## src/rtl/mdu.sv

```systemverilog
// mdu: iterative RV32M multiply/divide unit, 32 shift-add or restoring-divide steps per op.
// Divide-by-zero and signed overflow skip iteration by preloading the accumulator with the mandated result.
module mdu (
    input  logic        clk,
    input  logic        rst,
    input  logic        start,
    input  logic [2:0]  MDUOp,
    input  logic [31:0] MDUA,
    input  logic [31:0] MDUB,
    output logic [31:0] MDURes,
    output logic        busy,
    output logic        done
);
    typedef enum logic [1:0] {IDLE, ITER, FIX} state_t;

    state_t      state_q, state_d;
    logic [5:0]  cnt_q, cnt_d;
    logic [2:0]  op_q, op_d;
    logic        neg_q, neg_d;
    logic [31:0] m_q, m_d;
    logic [63:0] acc_q, acc_d;
    logic [31:0] res_q, res_d;
    logic        done_q, done_d;

    logic        sgn_a, sgn_b, sa, sb, dz, ovf, accept, ge;
    logic [31:0] amag, bmag, dlo, dhalf, dres, fix_res;
    logic [32:0] msum, pr;
    logic [63:0] step, prod;

    always_comb begin
        sgn_a   = MDUOp[2] ? ~MDUOp[0] : (MDUOp[1] ^ MDUOp[0]);
        sgn_b   = MDUOp[2] ? ~MDUOp[0] : (MDUOp[1:0] == 2'b01);
        sa      = sgn_a & MDUA[31];
        sb      = sgn_b & MDUB[31];
        amag    = sa ? -MDUA : MDUA;
        bmag    = sb ? -MDUB : MDUB;
        dz      = MDUOp[2] & (MDUB == 32'd0);
        ovf     = MDUOp[2] & ~MDUOp[0] & (MDUA == 32'h8000_0000) & (MDUB == 32'hFFFF_FFFF);
        accept  = (state_q == IDLE) & ~done_q & start;
        // m_q holds the multiplicand for products and the divisor for divides
        msum    = {1'b0, acc_q[63:32]} + (acc_q[0] ? {1'b0, m_q} : 33'd0);
        pr      = acc_q[63:31];
        ge      = pr >= {1'b0, m_q};
        dlo     = pr[31:0] - m_q;
        step    = op_q[2] ? (ge ? {dlo, acc_q[30:0], 1'b1} : {acc_q[62:0], 1'b0})
                          : {msum, acc_q[31:1]};
        prod    = neg_q ? -acc_q : acc_q;
        dhalf   = op_q[1] ? acc_q[63:32] : acc_q[31:0];
        dres    = neg_q ? -dhalf : dhalf;
        fix_res = op_q[2] ? dres : ((op_q[1:0] == 2'b00) ? prod[31:0] : prod[63:32]);
    end

    always_comb begin
        state_d = state_q;
        cnt_d   = cnt_q;
        op_d    = op_q;
        neg_d   = neg_q;
        m_d     = m_q;
        acc_d   = acc_q;
        res_d   = res_q;
        done_d  = 1'b0;
        if (accept) begin
            state_d = (dz | ovf) ? FIX : ITER;
            cnt_d   = 6'd0;
            op_d    = MDUOp;
            m_d     = MDUOp[2] ? bmag : amag;
            neg_d   = ~(dz | ovf) & ((MDUOp[2] & MDUOp[1]) ? sa : (sa ^ sb));
            acc_d   = dz  ? {MDUA, 32'hFFFF_FFFF}
                    : ovf ? {32'd0, 32'h8000_0000}
                    :       {32'd0, MDUOp[2] ? amag : bmag};
        end else if (state_q == ITER) begin
            acc_d   = step;
            cnt_d   = (cnt_q == 6'd31) ? 6'd0 : cnt_q + 6'd1;
            state_d = (cnt_q == 6'd31) ? FIX : ITER;
        end else if (state_q == FIX) begin
            res_d   = fix_res;
            done_d  = 1'b1;
            state_d = IDLE;
        end
    end

    always_ff @(posedge clk) begin
        if (rst) begin
            state_q <= IDLE;
            cnt_q   <= 6'd0;
            op_q    <= 3'd0;
            neg_q   <= 1'b0;
            m_q     <= 32'd0;
            acc_q   <= 64'd0;
            res_q   <= 32'd0;
            done_q  <= 1'b0;
        end else begin
            state_q <= state_d;
            cnt_q   <= cnt_d;
            op_q    <= op_d;
            neg_q   <= neg_d;
            m_q     <= m_d;
            acc_q   <= acc_d;
            res_q   <= res_d;
            done_q  <= done_d;
        end
    end

    assign MDURes = res_q;
    assign busy   = state_q != IDLE;
    assign done   = done_q;
endmodule
```

## config.mk

```make
export PLATFORM = sky130hd
export DESIGN_NAME = mdu
export DESIGN_NICKNAME = d
export VERILOG_FILES = /design/src/rtl/mdu.sv
export SDC_FILE = /design/constraint.sdc
export NUM_CORES = 1
export LEC_CHECK = 0
export BUFFER_PORTS_ARGS = -buffer_cell sky130_fd_sc_hd__buf_4
export CAP_MARGIN = 20
export CORE_UTILIZATION = 35
export DETAILED_ROUTE_END_ITERATION = 6
export GPL_TIMING_DRIVEN = 0
export PLACE_DENSITY = 0.6
export RECOVER_POWER = 100
export SYNTH_ARGS = -nofsm -noshare
export SYNTH_HDL_FRONTEND = slang
export SYNTH_SLANG_ARGS = --single-unit
```

## constraint.sdc

```tcl
create_clock -name clk -period 6.2 [get_ports clk]
set_clock_uncertainty 0.15 [all_clocks]
set_input_delay 1.24 -clock clk [delete_from_list [all_inputs] [get_ports clk]]
set_output_delay 1.24 -clock clk [all_outputs]
set_load 0.01 [all_outputs]
```

==> metrics.txt, run 1 <==
status finished with violations; failing checks design-rule violations, max-capacitance violations, max-slew violations; worst skew pair latency 0.48 ns; Cell Rows 76; xor and xnor area share after synthesis 8.394%; Max Cap Violations 4; crit-path max cell delay between 1.5 and 2 ns; root buf cell clkbuf_16; Max-Slew Margin vs Limit -30.38%; drt pass-1 iters 7; RSZ-0062 raised after global routing no; Crit path depth 10; Synth Area in Compound Gates 29.08%; Syn Nets 2365; worst vdd ir 0.0002404 V; Synth Area in Adders ~6.0%; async set-or-reset flop fraction in the synthesized netlist 0%; f_max 164.6 MHz; Max Slew Vio Count 31; sequential area share after synthesis 18.16%; Initial DRC Count between 2000 and 2500; top cell family by delay on the critical path simple AND/OR/NAND/NOR gates; Routed Antenna Nets 0; minimum setup slack among reg-to-reg paths 0.19 ns; Final #Nets 2489; #FFs+latches synth 141; initial antenna violation count 0; endpoint class of the critical path register; CTS Hold Bufs 0; # fillers about 4800; actual slew at the worst max-slew pin 1.929 ns; CP startpoint kind primary input; worst path cell trace buf_4 -> or4_4 -> or4_1 -> nor4b_1 -> nor4b_1 -> and2_0 -> clkbuf_1 -> clkbuf_1 -> a21oi_1 -> a311oi_1; synth cell count leaders 250 x nor2_1, 234 x nand2_1, 190 x a21oi_1; Synth Instances 2222; Arr. time, crit path about 6.3 ns; DIE AREA roughly 0.045 mm2; routed vias 18950; Overflow after GRT 0; Yosys top cell by area dfxtp_1; crit-path max FO 10; Synth area leaders dfxtp_1 18%, a21oi_1 6.1%, nor2_1 6.0%, ha_1 5.7%, nand2_1 5.6%; crit path max-delay cell type nor4b_1; routed wire length 87440 um; Fin. Hold Viols 0; vias in the first global route 17810; final setup violation count 0; total setup buffers inserted after CTS 0; post-synthesis mux area share 6.977%; placed cell area around 0.017 mm2; worst hold stages 2; Reg clk slew, reported paths 0.06 ns; Sink Count approximately 140; YS warnings 0; predominant post-synthesis flop cell dfxtp_1; Syn Area/Cell 6.997 um2; Seq. cell area 0.002823 mm2; Vias/cell 6.433; DR WL/cell ~30 um; post-synthesis simple-gate area fraction 25.45%; Multi-input gate area 0.01174 mm2; Critical Path RT 6.42 ns; Netlist Area Pre-Place 0.01555 mm2; TNS Setup 0 ns; post-DP HPWL about 70000 um; Port Buffer Count 102; CTS max path bufs 2; I/O pin cnt 104; Die Y-Extent approximately 210 um; all-layer global routing usage ~39%; global-route wire length before repair 124700 um; CTS tree done; main combinational cell family by area after synthesis compound AO/OA/AOI/OAI gates; DIE WIDTH 212.8 um; H-tree levels 4; Netlist cell types 84; # resized after CTS 2; Crit Path Category in -> reg; largest net degree at the start of global routing 20; Final Wtd Congestion about 1.0; worst path bufs/invs 3; Post-route DRC 2; number of synthesized flops with an enable pin 0; fin area 0.01755 mm2; most frequent cell after synthesis nor2_1; core area between 0.04 and 0.05 mm2; area share of the largest cell type after synthesis 18.16%; synthesis-to-layout area growth 12.87%; Min Clock Period, post-route 6.077 ns; worst hold path class reg -> reg; Lkg Pwr 0.006424 uW; final period utilization 98.01%; PD cells 299.4 mW/mm2; R2R depth 16; share of post-route cells with drive strength above 1 slightly below 7%; cts bufs inserted 17; initial core utilization 35.78%
[tightest hold or removal path, delay by kind of cell, from the launching register on]
family	cells	cell delay (ns)
DFF	1	0.31
and+or+nand+nor	1	0.05
AOI/OAI and AO/OA	1	0.05
[path summary, 6_finish.rpt]
check | from | to
max | MDUB[10] | acc_q[47]
min reg2reg | MDURes[10] | MDURes[10]
max reg2reg | op_q[1] | MDURes[26]
min | MDURes[10] | MDURes[10]
[flip-flops by register name, summed over array words and instances, names as in the netlist]
name	flops
op_q	3
m_q	32
cnt_q	6
neg_q	1
MDURes	32
acc_q	64
state_q	2
done	1
[final cells by class]
class | count | share of cell area, %
Antenna cell | 2 | 0.02852
Buffer | 171 | 3.779
Clock buffer | 20 | 2.545
Clock inverter | 11 | 1.226
Inverter | 68 | 1.455
Multi-Input combinational cell | 1841 | 66.91
Sequential cell | 141 | 16.09
Tap cell | 585 | 4.171
Timing Repair Buffer | 106 | 3.800
[placed cells by master (no fill, tap or decap), types with 29 or more instances in the layout]
cell	instances
nor2_1	251
clkbuf_1	197
nand3_1	48
o211ai_1	49
nor4_1	30
inv_1	66
nor3_1	91
xnor2_1	77
xor2_1	72
dfxtp_1	141
o21ai_0	141
ha_1	71
a211oi_1	54
buf_4	64
nand2_1	234
a21oi_1	190
a31oi_1	29
mux2i_1	87
[metrics by stage]
stage	utilization, %	power [uW]	setup slack [ns]	hold slack [ns]	cells
final	40.38	5254	0.1235	0.3081	2945
after CTS	40.87	5174	0.1725	0.3095	2943
after global routing	40.37	5463	0.1190	0.3373	2943
after floorplan	-	2903	1.718	0.2819	2222
after global placement	39.22	3940	-1.140	0.2910	2909
after detailed placement	39.34	3935	-0.6061	0.2947	2913
[logic make-up (layout without fill, tap and decap cells)]
logic type               after synthesis  in the layout
AND/OR/NAND/NOR                      825            825
AO/OA/AOI/OAI                        688            688
buffers and inverters                240            376
XOR/XNOR                             149            149
flip-flops                           141            141
multiplexers                         106            106
adder cells (fa/ha/maj)               73             73
other                                  0              2
[routing by layer]
layer / vias to the layer above / global-route usage, % / share of wire [%]
li1: 8439 / - / -
met1: 9052 / 48.27 / 40
met2: 1177 / 62.49 / 45
met3: 278 / 5.163 / 8.8
met4: 0 / 23.87 / 6.6
met5: - / 0 / 0
[power breakdown]
part           leakage [uW]  total (uW)  internal [uW]  switching (uW)
clock network      0.000320        1250            763             490
logic               0.00495        2830            930            1900
registers           0.00116        1170           1010             165
total               0.00642        5250           2700            2550
Note: power is estimated with default switching activity, not from simulation.
==> run 2, diff against run 1 <==
- BUFFER_PORTS_ARGS: -buffer_cell sky130_fd_sc_hd__buf_4 -> not set
- DONT_BUFFER_PORTS: not set -> 1
- PLACE_DENSITY: 0.6 -> 0.58
- SETUP_SLACK_MARGIN: not set -> 0.5
==> run 2 against run 1 <==
Compared with the run above: the flow still finishes with violations (design-rule violations, max-capacitance violations, max-slew violations); critical path depth decreased by 1; cell count shrank 3.5%; register-to-register slack better by 0.30 ns; global-route usage is 2.4 points lower; die area stayed put; total power fell by 7.1%; fmax increased by 4.9%; clock power down 18%; routed wire length decreased by 6.2%; critical endpoint is now acc_q[52]; largest cell class unchanged.
==> metrics.txt, run 2 (same netlist as run 1, synthesis figures left out) <==
fin area 0.01685 mm2; sequential share of power 24.2%; clock power share 21.2%; post-DP HPWL 63350 um; Die Y-Extent between 200 and 250 um; Max-Slew Margin vs Limit -34.62%; DR WL/cell 28.85 um; all-layer global routing usage 36.12%; vias in the first global route 17590; overall power 4880 uW; cts bufs inserted 17; DIE AREA 0.04527 mm2; Final #Nets 2389; H-tree levels 4; PD cells 289.5 mW/mm2; share of post-route cells with drive strength above 1 4.564%; initial antenna violation count 1; endpoint class of the critical path register; CTS tree done; Initial DRC Count 2418; Post-route DRC 2; CTS Hold Bufs 0; worst vdd ir 0.0001712 V; Psw 2416 uW; Critical Path RT 6.43 ns; Post-Place Worst Slack -0.6180 ns; Cell Rows 76; Reg clk slew, reported paths roughly 0.06 ns; status finished with violations; global-route wire length before repair around 120000 um; crit-path max cell delay 1.60 ns; worst skew pair latency around 0.48 ns; root buf cell clkbuf_16; CP startpoint kind primary input; Lkg Pwr ~0.006 uW; placed cell area approximately 0.016 mm2; total setup buffers inserted after CTS 0; initial core utilization a little over a third; worst path bufs/invs 2; Multi-input gate area 0.01178 mm2; Final Wtd Congestion 1.053; worst hold path class reg -> reg; # resized after CTS 5; worst path cell trace or4_1 -> or4_1 -> nor4b_1 -> nor4b_1 -> and2_0 -> buf_4 -> clkbuf_1 -> a221oi_1 -> a211oi_1; Sink Count 141; largest net degree at the start of global routing 17; most frequent cells in the layout 251 x nor2_1, 234 x nand2_1, 190 x a21oi_1, 158 x clkbuf_1; routed wire length 82030 um; I/O pin cnt approximately 100; P_int 2464 uW; Port Buffer Count 0; f_max 172.7 MHz; drt pass-1 iters 7; Fin. Hold Viols 0; combinational group share of total power a little over half; CTS max path bufs 2; Max Cap Violations 2; most common cell after layout, fill and taps aside nor2_1; DIE WIDTH roughly 210 um; switch share between 40% and 50%; Crit Path Category in -> reg; actual slew at the worst max-slew pin 1.991 ns; # fillers 4697; Setup WS post-layout 0.4097 ns; crit-path max FO 10; final period utilization 93.39%; Routed Antenna Nets 0; Max Slew Vio Count 17; routed vias between 15000 and 20000; failing checks design-rule violations, max-capacitance violations, max-slew violations; synthesis-to-layout area growth 8.410%; Arr. time, crit path 6.02 ns; Min Clock Period, post-route 5.790 ns; Overflow after GRT 0; max FFs per register 64; top cell family by delay on the critical path simple AND/OR/NAND/NOR gates; RSZ-0062 raised after global routing no; Seq. cell area 0.002823 mm2; final setup violation count 0; Vias/cell 6.450; Top reg by flops acc_q; crit path max-delay cell type nor4b_1; core area 0.04346 mm2
-- run 2: cell count changes in the layout (fill, tap and decap cells not counted), sizes merged --
cell / previous run / this run
bufinv: 6 / 1
clkdlybuf4s15: 1 / 0
diode: 2 / 1
clkbuf: 217 / 177
buf: 79 / 19
clkinvlp: 1 / 4
clkinv: 6 / 8
-- run 2: power by group through the flow --
| stage | logic [uW] | registers (uW) | clock network, uW |
|---|---|---|---|
| 2_1_floorplan | 1790 | 1110 | 0 |
| 3_3_place_gp | 2530 | 1190 | 0 |
| 3_5_place_dp | 2540 | 1190 | 0 |
| 4_1_cts | 2560 | 1170 | 1020 |
| 5_1_grt | 2830 | 1190 | 1060 |
| 6_report | 2670 | 1180 | 1030 |
-- run 2: worst paths after layout --
path                               start          to  slack, ns  depth (start not counted)
worst min-delay path              m_q[8]      m_q[8]       0.31                          2
worst max-delay path            MDUB[10]   acc_q[52]       0.41                          9
worst max register to register   op_q[1]  MDURes[28]       0.49                         16
worst min register to register    m_q[8]      m_q[8]       0.31                          2
-- run 2: metal layers --
layer	share of wire [%]	vias to the layer above	track usage, %	wire, um
met5	0	-	0	0
met4	5.6	0	19.28	4581
met3	12	262	11.09	10200
met2	44	1190	57.08	35880
met1	38	8657	43.75	31370
li1	-	8227	-	-
-- run 2: layout make-up --
| cell class | instances | area share (%) |
|---|---|---|
| antenna | 1 | 0.01485 |
| buffer | 172 | 3.927 |
| clock buffer | 19 | 2.628 |
| clock inverter | 11 | 0.5790 |
| inverter | 68 | 1.514 |
| multi-input combinational | 1841 | 69.87 |
| sequential | 141 | 16.75 |
| tap | 585 | 4.343 |
| timing repair buffer | 5 | 0.3786 |
-- run 2: through the flow --
step           util [%]  TNS [ns]  instances  hold slack [ns]
3_5_place_dp      37.55    -3.397       2810           0.2963
3_3_place_gp      37.46    -4.535       2807           0.2882
2_1_floorplan         -         0       2222           0.2819
6_report          38.79         0       2843           0.3082
5_1_grt           38.78         0       2842           0.3196
4_1_cts           38.83         0       2840           0.3066
-- run 2: worst register-to-register path: cells and delay by family (launching register included) --
family	cells	cell delay (ns)
fa+ha+maj	1	0.20
buf+inv	6	2.63
simple gates	4	1.16
compound gates	3	0.73
xor+xnor	1	0.11
flops	1	0.31
mux	1	0.29
